`config.mk`:
```
export PLATFORM = sky130hd
export DESIGN_NAME = imem_fetch_controller
export DESIGN_NICKNAME = d
export VERILOG_FILES = /design/src/rtl/imem_fetch_controller.sv
export SDC_FILE = /design/constraint.sdc
export NUM_CORES = 1
export LEC_CHECK = 0
export CORE_MARGIN = 2
export CORE_UTILIZATION = 40
export CTS_CLUSTER_SIZE = 20
export DETAILED_ROUTE_END_ITERATION = 8
export PLACE_DENSITY = 0.82
export SLEW_MARGIN = 10
export SYNTH_ARGS = -nofsm -noshare
export SYNTH_HDL_FRONTEND = slang
export SYNTH_SLANG_ARGS = --single-unit
```
`constraint.sdc`:
```
create_clock -name clk -period 2.82 [get_ports clk]
set_input_delay 0.705 -clock clk [delete_from_list [all_inputs] [get_ports clk]]
set_output_delay 0.705 -clock clk [all_outputs]
set_load 0.03 [all_outputs]
```
`src/rtl/imem_fetch_controller.sv`:
```
// Instruction memory front end: button-driven program loader (LOAD) and PC/fetch/issue sequencer (RUN).
// Optional feature macro IMEM_CLEAR_EN adds a clear_prog input that empties the program while in LOAD.
module imem_fetch_controller #(
   parameter int ADDR_W = 6,
   parameter int DATA_W = 16
) (
   input  logic              clk,
   input  logic              reset,
   input  logic              clk_enable,
   input  logic              button,
   input  logic [7:0]        instruction,
   input  logic              run,
   input  logic              branch_taken,
   input  logic [ADDR_W-1:0] branch_target,
   input  logic              halt,
   input  logic              instr_ready,
   input  logic [DATA_W-1:0] mem_rdata,
`ifdef IMEM_CLEAR_EN
   input  logic              clear_prog,
`endif
   output logic              mem_we,
   output logic [ADDR_W-1:0] mem_waddr,
   output logic [DATA_W-1:0] mem_wdata,
   output logic [ADDR_W-1:0] mem_raddr,
   output logic [DATA_W-1:0] instr_out,
   output logic              instr_valid,
   output logic [ADDR_W-1:0] pc,
   output logic [ADDR_W:0]   prog_len,
   output logic              load_full,
   output logic [2:0]        dbg_state
);

   typedef enum logic [2:0] {
      S_LOAD  = 3'd0,
      S_FETCH = 3'd1,
      S_WAIT  = 3'd2,
      S_ISSUE = 3'd3,
      S_HALT  = 3'd4
   } state_t;

   localparam logic [ADDR_W:0] DEPTH = (ADDR_W+1)'(2**ADDR_W);
   localparam logic [ADDR_W:0] ONE   = (ADDR_W+1)'(1);

   state_t            state_q, state_n;
   logic [1:0]        phase_q, phase_n;
   logic              btn_q;
   logic [5:0]        hold_hi_q, hold_hi_n;
   logic [5:0]        hold_mid_q, hold_mid_n;
   logic [ADDR_W-1:0] pc_q, pc_n;
   logic [ADDR_W:0]   len_q, len_n;
   logic              we_q, we_n;
   logic [ADDR_W-1:0] waddr_q, waddr_n;
   logic [DATA_W-1:0] wdata_q, wdata_n;
   logic [DATA_W-1:0] instr_q, instr_n;
   logic              valid_q, valid_n;

   logic              edge_det;
   logic              handshake;
   logic [ADDR_W:0]   next_pc;
   logic              unused_bits;

   // instr_out/instr_valid is a valid/ready source: once instr_valid rises, instr_out and
   // instr_valid hold until an enabled cycle with instr_ready high, which is the transfer.
   assign edge_det    = button & ~btn_q;
   assign handshake   = valid_q & instr_ready;
   assign next_pc     = branch_taken ? {1'b0, branch_target} : ({1'b0, pc_q} + ONE);
   assign unused_bits = ^instruction[7:6];

   always_comb begin
      state_n    = state_q;
      phase_n    = phase_q;
      hold_hi_n  = hold_hi_q;
      hold_mid_n = hold_mid_q;
      pc_n       = pc_q;
      len_n      = len_q;
      we_n       = 1'b0;
      waddr_n    = waddr_q;
      wdata_n    = wdata_q;
      instr_n    = instr_q;
      valid_n    = valid_q;

      case (state_q)
         S_LOAD: begin
`ifdef IMEM_CLEAR_EN
            if (clear_prog) begin
               len_n   = '0;
               phase_n = 2'd0;
            end else
`endif
            if (run) begin
               // An empty program cannot run; buttons are ignored either way.
               if (len_q != '0) begin
                  pc_n    = '0;
                  phase_n = 2'd0;
                  state_n = S_FETCH;
               end
            end else if (edge_det && (len_q != DEPTH)) begin
               case (phase_q)
                  2'd0: begin
                     hold_hi_n = instruction[5:0];
                     phase_n   = 2'd1;
                  end
                  2'd1: begin
                     hold_mid_n = instruction[5:0];
                     phase_n    = 2'd2;
                  end
                  default: begin
                     we_n    = 1'b1;
                     waddr_n = len_q[ADDR_W-1:0];
                     wdata_n = {hold_hi_q, hold_mid_q, instruction[3:0]};
                     len_n   = len_q + ONE;
                     phase_n = 2'd0;
                  end
               endcase
            end
         end
         S_FETCH: state_n = S_WAIT;
         S_WAIT: begin
            instr_n = mem_rdata;
            valid_n = 1'b1;
            state_n = S_ISSUE;
         end
         S_ISSUE: begin
            if (handshake) begin
               valid_n = 1'b0;
               // next_pc carries one extra bit so running off the end halts instead of wrapping.
               if (halt || (next_pc >= len_q)) begin
                  state_n = S_HALT;
               end else begin
                  pc_n    = next_pc[ADDR_W-1:0];
                  state_n = S_FETCH;
               end
            end
         end
         S_HALT:  state_n = S_HALT;
         default: state_n = S_LOAD;
      endcase

      if ((state_q != S_LOAD) && !run) begin
         state_n = S_LOAD;
         valid_n = 1'b0;
         pc_n    = '0;
         phase_n = 2'd0;
      end
   end

   always_ff @(posedge clk) begin
      if (reset) begin
         state_q    <= S_LOAD;
         phase_q    <= 2'd0;
         btn_q      <= 1'b0;
         hold_hi_q  <= '0;
         hold_mid_q <= '0;
         pc_q       <= '0;
         len_q      <= '0;
         we_q       <= 1'b0;
         waddr_q    <= '0;
         wdata_q    <= '0;
         instr_q    <= '0;
         valid_q    <= 1'b0;
      end else if (clk_enable) begin
         state_q    <= state_n;
         phase_q    <= phase_n;
         btn_q      <= button;
         hold_hi_q  <= hold_hi_n;
         hold_mid_q <= hold_mid_n;
         pc_q       <= pc_n;
         len_q      <= len_n;
         we_q       <= we_n;
         waddr_q    <= waddr_n;
         wdata_q    <= wdata_n;
         instr_q    <= instr_n;
         valid_q    <= valid_n;
      end
   end

   // The write pulse register holds through disabled cycles, so gate it to write exactly once.
   assign mem_we      = we_q & clk_enable;
   assign mem_waddr   = waddr_q;
   assign mem_wdata   = wdata_q;
   assign mem_raddr   = pc_q;
   assign instr_out   = instr_q;
   assign instr_valid = valid_q;
   assign pc          = pc_q;
   assign prog_len    = len_q;
   assign load_full   = (len_q == DEPTH);
   assign dbg_state   = state_q;

endmodule

```
## Word level (Yosys, flattened, before mapping)

Cells that the tools add are included.
W data, S select, Z words.

- Memories kept: 0
- Output and inout bits: 63
- Input port bits: 38
- Logic and storage cells: 80
- RAM bits: 0
- Bits in latches: 0
- Register bits: 71
- Bits in read-only memories: 0

- Reductions and logical operators: 21
- Shifts and indexed selects: 0
- Mux-type cells: 26
- $add $sub $neg: 2
- Div/mod/pow operators: 0
- Eq/ne operators: 12
- Order comparisons: 1
- Multiply operators: 0
- Bitwise logic cells: 6

Operators by type and width:

| cell | count |
|---|---|
| $mux W6 | 5 |
| $mux W3 | 5 |
| $pmux W3 S5 | 1 |
| $reduce_and A5 Y1 | 3 |
| $ne A3 B3 Y1 const B | 4 |
| $pmux W6 S2 | 1 |
| $reduce_bool A3 Y1 | 4 |
| $mux W2 | 5 |
| $reduce_and A4 Y1 | 2 |
| $add A6 B1 Y7 const B | 1 |
| $add A7 B1 Y7 const B | 1 |
| $eq A7 B7 Y1 const B | 1 |
| $ge A7 B7 Y1 | 1 |
| $mux W7 | 1 |
| $ne A7 B7 Y1 const B | 1 |
| $reduce_bool A7 Y1 | 1 |
| $eq A3 B2 Y1 const B | 2 |
| $mux W1 | 6 |
| $reduce_and A6 Y1 | 1 |
| $pmux W2 S2 | 1 |
| $and A1 B1 Y1 | 3 |
| $eq A3 B1 Y1 const B | 1 |
| $eq A3 B3 Y1 const B | 1 |
| $logic_not A3 Y1 | 1 |
| other kinds (12) | 15 |

## Depth between registers and ports, before layout

Gate-level depths: netlist of the first run.

- Depth after elaboration: 8
- Gate-level depth with buffers: 10
- Gate-level depth less buffers: 10

## Worst setup path after synthesis of the first run

Ideal clock, no wire load.

- Kind: flip-flop to flip-flop
- Start point: register pc_q[0] (netlist: mem_raddr[0])
- End point: register pc_q[0] (netlist: mem_raddr[0])
- Arrival time: 2.327 ns
- Path slack: 0.364 ns
- Buffers on the path: 0
- Library setup time: 0.129 ns
- Stages on the path, launching flop included: 11
- Data required time: 2.691 ns
- Clock period less this slack: 2.456 ns
- Cell sequence: dfxtp_1 -> ha_1 -> nand3_1 -> xor2_1 -> o21ai_0 -> ha_1 -> a21oi_1 -> o21ai_0 -> a21oi_1 -> o221a_2 -> o32ai_1

- Longest elaborated chain between the ends: 6
- Elaborated cells between the ends (all ways): 10
- Those cells by class: add/sub (1); order compare (1); eq/ne (1); mux (5); reduce/logical (2)

Ends and longest elaborated chain:

| item | RTL line | source |
|---|---|---|
| start: declaration | 49 | `logic [ADDR_W-1:0] pc_q, pc_n;` |
| start signal: assignment | 167 | `pc_q <= pc_n;` |
| $add A6 B1 Y7 (*) | 66 | `assign next_pc = branch_taken ? {1'b0, branch_target} : ({1'b0, pc_q} + ONE);` |
| $mux W7 (*) | 66 |  |
| $ge A7 B7 Y1 / $mux W6 (equally long branches) | 127 | `if (halt \|\| (next_pc >= len_q)) begin` |
| $logic_or A1 B1 Y1 / $mux W6 (equally long branches) | 127, 124 |  |
| $ne A3 B3 Y1 (no source line) / $pmux W6 S2 (equally long branches) | -- |  |
| $reduce_and A6 Y1 (no source line) / $mux W6 (equally long branches) | -- |  |

Mark *: on every way between the ends. The rest lies on a longest branch, timed or not. The select of a mux whose other input is x is not followed.
A chain may end at the register's enable or synchronous reset.

## Worst setup path after layout of the first run

- Start point: register len_q[1] (netlist: prog_len[1])
- End point: output load_full

- Longest elaborated chain between the ends: 1

Ends and longest elaborated chain:

| item | RTL line | source |
|---|---|---|
| start: declaration | 50 | `logic [ADDR_W:0] len_q, len_n;` |
| start signal: assignment | 168 | `len_q <= len_n;` |
| $eq A7 B7 Y1 | 186 | `assign load_full = (len_q == DEPTH);` |
| end: declaration | 29 | `output logic load_full,` |

Every way passes these cells.

==> results of run 1 <==
==> kinds of logic after synthesis <==
| family | Yosys count | share of synthesized area [%] |
|---|---|---|
| and+or+nand+nor | 169 | 23.76 |
| AOI/OAI and AO/OA | 82 | 15.72 |
| DFF | 71 | 45.20 |
| buffers and inverters | 42 | 5.969 |
| xor gates and xnor gates | 10 | 2.786 |
| adders and majority gates | 10 | 3.979 |
| muxes | 8 | 2.587 |
==> sequential cells by signal, indices dropped and copies added, names as in the netlist, 2 cells and up <==
register and flops:
dbg_state 3, hold_hi_q 6, hold_mid_q 6, instr_out 16
mem_raddr 6, mem_waddr 6, mem_wdata 16, phase_q 2
prog_len 7
==> worst paths after layout <==
kind	endpoint	slack [ns]	depth (start not counted)
max	load_full	0.14	5
min	instr_out[3]	0.45	2
max reg2reg	mem_raddr[4]	0.36	10
min reg2reg	instr_out[3]	0.45	2
==> per-stage QoR <==
stage / power, mW / utilization, % / area [um2]
global route: 2.009 / 57.99 / 4458
global placement: 1.166 / 55.57 / 4272
finish: 1.923 / 57.99 / 4458
detailed placement: 1.169 / 55.57 / 4272
CTS: 1.940 / 57.99 / 4458
floorplan: 1.092 / - / 3144
==> report_power, final <==
group | switching [mW] | internal [mW]
Sequential | 0.00414 | 1.01
Clock | 0.377 | 0.400
Combinational | 0.0603 | 0.0751
Total | 0.441 | 1.48
==> metal layers <==
metal / GRT usage [%] / part of all wire (%) / up-vias
met1: 24.22 / 45 / 1396
met3: 4.801 / 5.0 / 10
li1: - / - / 1511
met4: 5.515 / 1.1 / 0
met5: 0 / 0 / -
met2: 31.63 / 49 / 80
==> cells in the final DEF (no fill, tap or decap), drive strengths merged, types with 2 or more instances in the layout <==
master and count:
clkinvlp 3, inv 13, clkdlybuf4s50 96, ha 10, nand3 12, clkbuf 9
o22ai 2, clkinv 2, nor2 24, o32ai 3, o21a 2, mux2i 7
xnor2 8, o2bb2ai 5, buf 24, and2 5, dfxtp 71, nor2b 4
a21oi 54, o21ai 8, nand2b 9, nor3 5, xor2 2, nand4b 2
nor4 4, nand2 99, a211oi 3
==> worst max-delay path, delay by kind of cell, from the launching register on <==
kind                       cells  cell delay, ns
adders and majority gates      1            0.17
buffers and inverters          2            0.76
DFF                            1            0.32
and+or+nand+nor                2            0.39
==> layout make-up <==
| class | count | area share, % |
|---|---|---|
| Multi-Input combinational cell | 279 | 34.44 |
| Sequential cell | 71 | 31.88 |
| Timing Repair Buffer | 120 | 25.54 |
| Tap cell | 102 | 2.863 |
| Clock buffer | 9 | 2.779 |
| Clock inverter | 6 | 1.403 |
| Inverter | 13 | 1.095 |
==> metrics.csv, run 1 <==
stage,metric,value,unit
synthesis,yosysTopAreaCellShare,45.20,%
synthesis,netlist_instances,392,
global_route,grt_pass1_wl,13220,um
critical_path,crit_path_max_fanout,3,
floorplan,rows,32,
cts,cts_sinks,71,
timing,max_slew_margin,51.83,%
pwr,p_per_area,431.4,nW/um2
timing,finClkSkew,0.005548,ns
synthesis,synth_cell_types,39,
global_route,grt_max_degree,40,
timing,hold_slack,0.4539,ns
timing,finalHoldViolCount,0,
critical_path,path_class,flop to primary output,
synthesis,netlist_area,3144,um2
detailed_routing,postRouteAntennaNets,0,
cts,cts_buffer_depth,2,
floorplan,initial_core_util,40.90,%
global_route,track_usage,18.93,%
critical_path,critPathLaunch,prog_len[1],
timing,rsz0062_at_grt,false,
detailed_routing,detail_route.wl_per_cell,13.29,um
cts,cts_buffers,9,
synthesis,synth_area_leaders,"dfxtp_1 (45%), nand2_1 (12%), a21oi_1 (8.6%)",
floorplan,core-area,7687,um2
critical_path,cp_slowest_stage_delay,0.67,ns
floorplan,num_io_pins,101,
final_layout,area_growth,41.78,%
detailed_routing,wl,7971,um
global_route,grt_pass1_vias,2884,
cts,cts_resized,0,
synthesis,synth-seq-cells,71,
timing,fin_crit,2.680,ns
synthesis,synthesis.nets,440,
floorplan,die_area,8586,um2
final_layout,num-nets-final,542,
pwr,p_leak,1.526,nW
cts,clkTransAtPathRegs,0.07,ns
cts,htree_levels,3,
placed_design,place_inst,585,
critical_path,r2r_start,mem_raddr[0],
final_layout,fin_cells,600,
timing,fmax,373.1,MHz
synthesis,yosysTopAreaCell,dfxtp_1,
detailed_routing,first_pass_iters,4,
final_layout,final-seq-area,1421,um2
synthesis,synth_flop_cell,dfxtp_1,
detailed_routing,viasPerCell,4.995,
cts,cts_hold_buffers,0,
critical_path,worstSetupEndpointType,primary output,
cts,clockRootBuffer,clkbuf_8,
critical_path,path_cells,"inv_1, ha_1, and2_1, and2_1, clkdlybuf4s50_1",
placed_design,dp_hpwl,5871,um
floorplan,die_y,92.66,um
timing,min_period_over_period,95.05,%
timing,setup_violations,0,
timing,tightest_slew,0.7226,ns
placed_design,gp_congestion,0.9242,
global_route,grt_antenna_before_repair,0,
min_path,min_from,instr_out[3],
synthesis,synth.most_common_cell,nand2_1,
status,status,"complete, no violations",
synthesis,synth_edf_count,0,
final_layout,n_antenna_cell,0,
floorplan,fp.dieW,92.66,um
detailed_routing,dr_total_vias,2997,
final_layout,drive_above_1_share,8.835,%
synthesis,syn_area_per_cell,8.021,um2
min_path,hold_path_class,flop to flop,
global_route,globalRoute.totalOverflow,0,
synthesis,yosysWarningCount,0,
critical_path,required,2.12,ns
detailed_routing,first_iter_violations,195,
synthesis,ys_async_sr_fraction,0,%
synthesis,yosys-top-cells-count,"nand2_1 (99), dfxtp_1 (71), a21oi_1 (54), nor2_1 (24), clkbuf_1 (18)",
placed_design,port-buffer-count,98,
pwr,peakVddDrop,0.2600,mV
timing,maxSlewViolCount,0,
cts,post_cts_buffers,0,
critical_path,worst_path_max_delay_cell,clkdlybuf4s50_1,
cts,cts_tree,built,
critical_path,crit_path_frequent_cell,and2_1,
critical_path,cp.arrival,1.98,ns
timing,finalWorstSetupSlack,0.1397,ns
final_layout,fill_cells,682,
detailed_routing,drc,0,
critical_path,crit_path_start_kind,flop,
final_layout,multiInputGateArea,1535,um2
cts,clock_latency,0.34,ns
synthesis,ys_seq_area_share,45.20,%
placed_design,pre_cts_slack,-0.08206,ns
timing,setup_tns,0,ns
flow_run,maxCapViolCount,0,
(Power assumes the default switching activity.)
==> run 2: changes to the inputs <==
- GPL_ROUTABILITY_DRIVEN: unset -> 1
- PLACE_DENSITY: 0.82 -> 0.85
- clock period: 2.82 -> 2.2 ns (I/O delays scaled with it)
==> run 2 against run 1 <==
Global-route usage increased by 0.62 points. Via count increased by 4.0%. Hold slack got worse by 0.0031 ns. Total power increased by 24%. Sequential share of layout area decreased by 0.87 points. Final cell count increased by 2.7%. First-iteration DRC count increased by 13%. Clock skew increased by 0.0034 ns. Core utilization increased by 2.3 points. Die area unchanged. Sequential power increased by 28%. Critical endpoint is now prog_len[5]. Largest cell class unchanged. Highest routed layer unchanged.
==> metrics.csv, run 2 (synthesized netlist as in run 1, its figures left out) <==
stage,metric,value,unit,change
status,status,"complete, no violations",,
final_layout,area_growth,47.31,%,
timing,finClkSkew,0.008913,ns,+0.003365 ns
detailed_routing,wl_met3,444,um,+10%
timing,setup_violations,0,,unchanged
timing,finalHoldViolCount,0,,unchanged
final_layout,n_antenna_cell,0,,unchanged
timing,maxSlewViolCount,0,,unchanged
detailed_routing,postRouteAntennaNets,0,,unchanged
pwr,p_per_area,514.4,nW/um2,+19%
placed_design,dp_hpwl,6017,um,+2.5%
floorplan,rows,32,,unchanged
critical_path,worst_path_max_delay_cell,clkdlybuf4s50_1,,
final_layout,layout.cells.most_common_list,"nand2_1 (99), clkdlybuf4s50_1 (93), dfxtp_1 (65)",,
placed_design,place_inst,599,,+2.4%
final_layout,final-seq-area,1436,um2,+1.1%
detailed_routing,first_iter_violations,220,,+13%
final_layout,drive_above_1_share,15.18,%,+6.3 points
timing,fin_crit,2.152,ns,
global_route,grt_pass1_vias,3026,,+4.9%
timing,fmax,464.7,MHz,
cts,clock_latency,0.33,ns,about the same
global_route,grt_pass1_wl,13770,um,+4.2%
global_route,grt_max_degree,40,,unchanged
detailed_routing,dr_total_vias,3116,,+4.0%
global_route,globalRoute.totalOverflow,0,,unchanged
placed_design,gp_congestion,0.8118,,-12%
final_layout,fill_cells,691,,+1.3%
cts,clockRootBuffer,clkbuf_8,,
final_layout,num-nets-final,557,,+2.8%
global_route,track_usage,19.55,%,+0.62 points
floorplan,die_y,92.66,um,unchanged
detailed_routing,top_layer,met4,,
detailed_routing,drc,0,,unchanged
pwr,power,2.383,mW,+24%
floorplan,die_area,8586,um2,unchanged
critical_path,worstSetupEndpointType,primary output,,
critical_path,crit_path_max_fanout,6,,+3
detailed_routing,m1WireLength,3792,um,+5.8%
min_path,hold_path_class,flop to flop,,
pwr,peakVddDrop,0.3670,mV,+41%
detailed_routing,viasPerCell,5.058,,+1.3%
flow_run,maxCapViolCount,0,,unchanged
critical_path,cp_num_buf_inv,1,,-1
floorplan,core-area,7687,um2,unchanged
floorplan,num_io_pins,101,,unchanged
cts,cts_buffers,9,,unchanged
detailed_routing,detail_route.wl_per_cell,13.64,um,+2.7%
cts,cts_sinks,71,,unchanged
floorplan,fp.dieW,92.66,um,unchanged
critical_path,crit_family,buffers and inverters,,
critical_path,cp.arrival,1.60,ns,-0.38 ns
final_layout,final_common_cell,nand2_1,,
detailed_routing,met2RoutedLength,4127,um,+5.9%
cts,cts_hold_buffers,0,,unchanged
critical_path,path_class,flop to primary output,,
pwr,p_leak,1.627,nW,+6.6%
timing,max_slew_margin,73.57,%,+22 points
critical_path,cp_slowest_stage_delay,0.74,ns,+0.07 ns
detailed_routing,first_pass_iters,5,,+1
placed_design,port-buffer-count,98,,unchanged
global_route,grt_antenna_before_repair,0,,unchanged
critical_path,path_cells,clkdlybuf4s50_1,,
cts,cts_tree,built,,
detailed_routing,wl,8402,um,+5.4%
timing,tightest_slew,0.3965,ns,-0.3262 ns
critical_path,required,1.65,ns,-0.47 ns
cts,clkTransAtPathRegs,0.08,ns,about the same
floorplan,initial_core_util,40.90,%,unchanged
final_layout,multiInputGateArea,1604,um2,+4.5%
cts,htree_levels,3,,unchanged
critical_path,crit_path_start_kind,flop,,
timing,min_period_over_period,97.81,%,
final_layout,fin_cells,616,,+2.7%
cts,cts_buffer_depth,2,,unchanged
==> run 2: cell types whose count changed in the layout (fill, tap and decap cells not counted), sizes merged <==
cell           delta
clkinvlp          -3
clkbuf            +1
clkdlybuf4s50     -3
clkinv            +4
bufinv            -1
dlymetal6s2s      +1
dlygate4sd2       +1
buf              +16
==> run 2: worst paths after layout <==
path	start	to	slack, ns	cells past startpoint
setup / recovery	prog_len[5]	prog_len[5]	0.05	1
hold / removal	hold_mid_q[1]	mem_wdata[5]	0.45	2
setup reg to reg	mem_raddr[0]	mem_raddr[2]	0.08	11
hold reg to reg	hold_mid_q[1]	mem_wdata[5]	0.45	2
==> run 2: stage by stage <==
stage | hold slack, ns | TNS (ns) | area, um2 | util, % | setup WS, ns
after floorplan | 0.4312 | -0.005050 | 3159 | - | -0.005050
after global placement | 0.4403 | -7.806 | 4389 | 57.10 | -0.5168
after detailed placement | 0.4462 | -8.844 | 4389 | 57.10 | -0.5841
after CTS | 0.4567 | 0 | 4554 | 59.24 | 0.01323
after global routing | 0.4743 | -0.1639 | 4632 | 60.25 | -0.03906
final | 0.4508 | 0 | 4632 | 60.25 | 0.04811
==> run 2: worst register-to-register path, stage by stage (launching register included) <==
cell       delay [ns]
dfxtp_4          0.38
ha_4             0.15
nand3_2          0.09
xor2_1           0.18
o21ai_1          0.18
ha_1             0.28
a21oi_2          0.12
o21ai_1          0.09
a21oi_2          0.15
buf_4            0.15
and2_4           0.16
o2bb2ai_1        0.11
==> run 2: routing by layer <==
metal	track usage, %	vias up
li1	-	1543
met1	25.60	1485
met2	33.03	84
met3	3.499	4
met4	5.760	0
met5	0	-
==> run 2: final cells by class <==
class                           instances  share of cell area, %
Multi-Input combinational cell        279                  34.63
Sequential cell                        71                  31.01
Timing Repair Buffer                  135                  26.99
Clock buffer                           10                  2.755
Tap cell                              102                  2.755
Inverter                               13                  1.053
Clock inverter                          6                 0.8104
==> run 2: what timing repair did <==
action / 4_1_cts / 5_1_grt
hold endpoints to repair: 0 / 0
setup buffers: 0 / 1
resized for setup: 6 / 16
pin swaps: 1 / 4
setup endpoints to repair: 7 / 9
==> run 2: where the power goes <==
| part | internal [mW] | total (mW) | switching (mW) | leakage [nW] |
|---|---|---|---|---|
| Sequential | 1.29 | 1.29 | 0.00529 | 0.576 |
| Clock | 0.406 | 0.901 | 0.495 | 0.0898 |
| Combinational | 0.106 | 0.189 | 0.0837 | 0.961 |
